File: src/rtl/dpram_fifo_ctrl.sv
// Show-ahead stream FIFO controller driving an external simple dual-port RAM
// (1-cycle registered read); a head/skid output stage hides the read latency.
module dpram_fifo_ctrl #(
  parameter int WIDTH        = 32,
  parameter int AWIDTH       = 5,
  parameter int AF_THRESHOLD = 28
) (
  input  logic              clock,
  input  logic              reset,
  input  logic              flush,
  input  logic              wr_valid,
  input  logic [WIDTH-1:0]  wr_data,
  output logic              wr_ready,
  output logic              rd_valid,
  output logic [WIDTH-1:0]  rd_data,
  input  logic              rd_ready,
  output logic [AWIDTH:0]   count,
  output logic              almost_full,
  output logic [AWIDTH-1:0] ram_address_a,
  output logic [WIDTH-1:0]  ram_data_a,
  output logic              ram_wren_a,
  output logic [AWIDTH-1:0] ram_address_b,
  input  logic [WIDTH-1:0]  ram_q_b
);

  localparam int              DEPTH = 2**AWIDTH;
  localparam logic [AWIDTH:0] DEPTH_C = (AWIDTH+1)'(DEPTH);
  localparam logic [AWIDTH:0] AF_C    = (AWIDTH+1)'(AF_THRESHOLD);

  logic [AWIDTH-1:0] wr_ptr_q, wr_ptr_d;
  logic [AWIDTH-1:0] rd_ptr_q, rd_ptr_d;
  logic [AWIDTH:0]   ram_cnt_q, ram_cnt_d;
  logic [AWIDTH:0]   cnt_q, cnt_d;
  logic [1:0]        occ_q, occ_d;
  logic              infl_q, infl_d;
  logic              af_q, af_d;
  logic [WIDTH-1:0]  head_q, head_d;
  logic [WIDTH-1:0]  skid_q, skid_d;

  logic       clr, push, pop, fetch;
  logic [2:0] pend;

  assign clr      = reset | flush;
  assign wr_ready = (cnt_q != DEPTH_C);
  assign push     = wr_valid & wr_ready & ~clr;
  assign rd_valid = (occ_q != 2'd0);
  assign rd_data  = head_q;
  assign pop      = rd_valid & rd_ready;

  assign ram_wren_a    = push;
  assign ram_address_a = wr_ptr_q;
  assign ram_data_a    = wr_data;
  assign ram_address_b = rd_ptr_q;

  assign count       = cnt_q;
  assign almost_full = af_q;

  // Words already committed to the output stage after this cycle's pop; at most 2 fit.
  assign pend  = {1'b0, occ_q} + {2'b00, infl_q} - {2'b00, pop};
  assign fetch = (ram_cnt_q != '0) && (pend < 3'd2) && !clr;

  always_comb begin
    wr_ptr_d  = wr_ptr_q;
    rd_ptr_d  = rd_ptr_q;
    ram_cnt_d = ram_cnt_q + (AWIDTH+1)'(push) - (AWIDTH+1)'(fetch);
    cnt_d     = cnt_q + (AWIDTH+1)'(push) - (AWIDTH+1)'(pop);
    occ_d     = occ_q - 2'(pop) + 2'(infl_q);
    infl_d    = fetch;
    af_d      = (cnt_d >= AF_C);
    head_d    = head_q;
    skid_d    = skid_q;
    if (push)  wr_ptr_d = wr_ptr_q + 1'b1;
    if (fetch) rd_ptr_d = rd_ptr_q + 1'b1;
    if (pop) begin
      if (occ_q == 2'd2) begin
        head_d = skid_q;
        if (infl_q) skid_d = ram_q_b;
      end else if (infl_q) begin
        head_d = ram_q_b;
      end
    end else if (infl_q) begin
      if (occ_q == 2'd0) head_d = ram_q_b;
      else               skid_d = ram_q_b;
    end
  end

  always_ff @(posedge clock) begin
    if (clr) begin
      wr_ptr_q  <= '0;
      rd_ptr_q  <= '0;
      ram_cnt_q <= '0;
      cnt_q     <= '0;
      occ_q     <= '0;
      infl_q    <= 1'b0;
      af_q      <= 1'b0;
    end else begin
      wr_ptr_q  <= wr_ptr_d;
      rd_ptr_q  <= rd_ptr_d;
      ram_cnt_q <= ram_cnt_d;
      cnt_q     <= cnt_d;
      occ_q     <= occ_d;
      infl_q    <= infl_d;
      af_q      <= af_d;
    end
  end

  // Data registers carry no reset; occ_q alone says which of them hold words.
  always_ff @(posedge clock) begin
    head_q <= head_d;
    skid_q <= skid_d;
  end

endmodule

File: config.mk
export PLATFORM = sky130hd
export DESIGN_NAME = dpram_fifo_ctrl
export DESIGN_NICKNAME = d
export VERILOG_FILES = /design/src/rtl/dpram_fifo_ctrl.sv
export SDC_FILE = /design/constraint.sdc
export NUM_CORES = 1
export LEC_CHECK = 0
export ABC_AREA = 1
export ABC_CLOCK_PERIOD_IN_PS = 4750
export CAP_MARGIN = 20
export CORE_MARGIN = 5
export CORE_UTILIZATION = 46
export CTS_BUF_LIST = sky130_fd_sc_hd__clkbuf_4 sky130_fd_sc_hd__clkbuf_8
export CTS_CLUSTER_DIAMETER = 80
export CTS_CLUSTER_SIZE = 30
export DETAILED_ROUTE_END_ITERATION = 6
export PLACE_DENSITY = 0.9
export SLEW_MARGIN = 15
export SYNTH_ARGS = -nofsm -noshare
export SYNTH_HDL_FRONTEND = slang
export SYNTH_SLANG_ARGS = --single-unit
File: constraint.sdc
create_clock -name clock -period 4.75 [get_ports clock]
set_input_delay 0.7125 -clock clock [delete_from_list [all_inputs] [get_ports clock]]
set_output_delay 0.7125 -clock clock [all_outputs]
set_load 0.005 [all_outputs]
==> flow_summary.toml <==
[outcome]
status = "complete, no violations"

[setup_path]
path_max_fanout = 4
cp-start-kind = "primary input"
crit_path_end_kind = "flip-flop"
critPathArrivalTime_ns = 4.17
path_class = "in -> reg"
cp.required_ns = 5.00

[timing]
min_period_over_period = 0.826
finalSetupViolations = 0
setup_tns_ns = 0
tightest_slew_ns = 0.602
rsz0062_at_grt = "no"
slew_headroom = 0.598
maxSlewViolCount = 0
min_period_ns = 3.92
max_freq_ghz = 0.255
hold_viol = 0
skew_ns = 0.0123
fin_ws_ns = 0.828

[synth]
syn_nets = 435
ys_seq_area_frac = 0.575
synthFlopType = "edfxtp_1"
ys_ff_latch = 90
synth.top_cell.area_share = 0.452
yosysTopAreaCell = "edfxtp_1"
synth_edf_count = 64
ys_warn_count = 0
synthArstFlopShare = 0
postSynthCellCount = 343
netlist_area_sq_mm = 0.00425
ys_types = 27
synthTopCellsByArea = "edfxtp_1 (45%), dfxtp_1 (12%), mux2_4 (11%), ha_1 (5.9%), buf_4 (5.7%)"
syn_area_per_cell_sq_um = 12.4

[grt]
grt_first_pass_wirelength_um = 14200
grt_pass1_vias = 2801
antenna_found_initial = 0
grt_overflow = 0
grt_max_degree = 33
grt_usage = 0.160

[power]
p_leak_nw = 2.10
power_mw = 1.85
pwr_density_cell_mw_per_mm2 = 353
irDropWorstVdd_uv = 173

[finish]
antenna_cells = 0
layout_common_cells = "clkdlybuf4s50_1 (88), edfxtp_1 (64), inv_1 (42)"
regArea_sq_mm = 0.00244
mostFrequentLayoutCell = "clkdlybuf4s50_1"
fillers = 747
area_growth_syn_to_layout_pct = 23.1
final_nets = 501
layout-drive-gt1-share = 0.138
multiInputGateArea_sq_mm = 0.00138

[clock_network]
cts_num_sinks = 90
numCtsBuffers = 9
cts_max_path_buffers = 2
cts_setup_buffers = 0
root_buffer = "clkbuf_8"
clock_latency_ns = 0.35
ctsResizeCount = 0
htree_num_levels = 3
cts_tree = "done"
cts_hold_buf = 0
clkSlewWorstSetupHoldPaths_ns = 0.09

[route]
routed_wl_um = 8620
drt_iter0_drc = 109
wl_per_cell_um = 16.4
vias_per_cell = 5.04
via_count = 2647
drtAntennaViolNets = 0
drc = 0
dr.pass1.iters = 7

[placed_design]
io_buffers = 88
dp_hpwl_um = 6360
dp_slack_ns = 0.465
place.gp.congestion = 0.796

[die]
coreArea_sq_mm = 0.00911
die_y_um = 106
dieArea_sq_mm = 0.0113
io_pins = 153
rows = 35
start_util = 0.466
fp.dieW_um = 106

[job]
cap_violations = 0

[hold_path]
hold_class = "reg -> reg"
[stage by stage]
stage	hold WS [ns]	instances	instance area, sq um	utilization
after floorplan	0.486	343	4250	-
after CTS	0.506	525	5230	0.574
after detailed placement	0.492	509	5030	0.552
after global placement	0.481	509	5030	0.552
final	0.507	525	5230	0.574
after global routing	0.531	525	5230	0.574
[flip-flops by register name, summed over array words and instances (netlist names)]
name and cells:
count 6, ram_address_b 5, skid_q 32, ram_cnt_q 6
rd_data 32, occ_q 2, infl_q 1, almost_full 1
ram_address_a 5
[per-layer routing]
metal / part of all wire / vias to the layer above / global-route usage
li1: - / 1252 / -
met1: 0.41 / 1249 / 0.178
met2: 0.50 / 115 / 0.278
met3: 0.073 / 31 / 0.0534
met4: 0.023 / 0 / 0.0685
met5: 0 / - / 0
[worst max-delay path, stage by stage]
cell	delay, ns
clkdlybuf4s50_1	0.60
nand2_1	0.14
ha_1	0.29
ha_1	0.14
inv_1	0.05
fa_1	0.49
nand2_1	0.07
nand3b_1	0.20
inv_1	0.09
ha_1	0.22
inv_1	0.06
ha_1	0.18
inv_1	0.06
fa_1	0.40
nor2_1	0.11
o21ai_0	0.10
a21boi_0	0.18
nor2_1	0.06
[report_power, final]
| part | leakage [nW] | total, mW | switching (mW) | internal [mW] |
|---|---|---|---|---|
| Sequential | 0.786 | 0.906 | 0.0228 | 0.883 |
| Clock | 0.0939 | 0.529 | 0.282 | 0.246 |
| Combinational | 1.22 | 0.411 | 0.220 | 0.191 |
| Total | 2.10 | 1.85 | 0.525 | 1.32 |
[cell usage after synthesis, types with 2 or more instances]
library cell and n:
xnor2_1 4, fa_1 3, buf_2 2, nand3b_1 2
nand2_1 38, mux2_4 30, nand3_1 13, nand4_1 4
buf_6 3, inv_1 42, edfxtp_1 64, nor2_1 26
dfxtp_1 26, o21ai_0 4, buf_4 32, xor2_1 5
a21oi_1 15, ha_1 20, mux2_2 2
[path summary, 6_finish.rpt]
check / from / to / depth (start not counted) / slack (ns)
setup / recovery: rd_ready / ram_cnt_q[4]$_SDFF_PP0_ / 18 / 0.83
hold / removal: ram_address_a[1]$_SDFFE_PP0P_ / ram_address_a[1]$_SDFFE_PP0P_ / 2 / 0.51
setup reg to reg: occ_q[1]$_SDFF_PP0_ / ram_cnt_q[4]$_SDFF_PP0_ / 19 / 1.16
hold reg to reg: ram_address_a[1]$_SDFFE_PP0P_ / ram_address_a[1]$_SDFFE_PP0P_ / 2 / 0.51
[logic make-up after synthesis]
| family | count (synthesis) | synth area share |
|---|---|---|
| adder cells (fa/ha/maj) | 23 | 0.0730 |
| XOR/XNOR | 9 | 0.0185 |
| buffers and inverters | 80 | 0.105 |
| multiplexers | 32 | 0.111 |
| AO/OA/AOI/OAI | 22 | 0.0274 |
| AND/OR/NAND/NOR | 87 | 0.0901 |
| flip-flops | 90 | 0.575 |
[final cells by class]
cell class,count,area share
multi-input cells,173,0.264
inverters,43,0.0309
repair buffers,92,0.174
clock buffers,9,0.0237
clock inverters,7,0.0144
flip-flops and latches,90,0.467
well taps,111,0.0265
No activity file was read; power rests on OpenSTA's default activity.
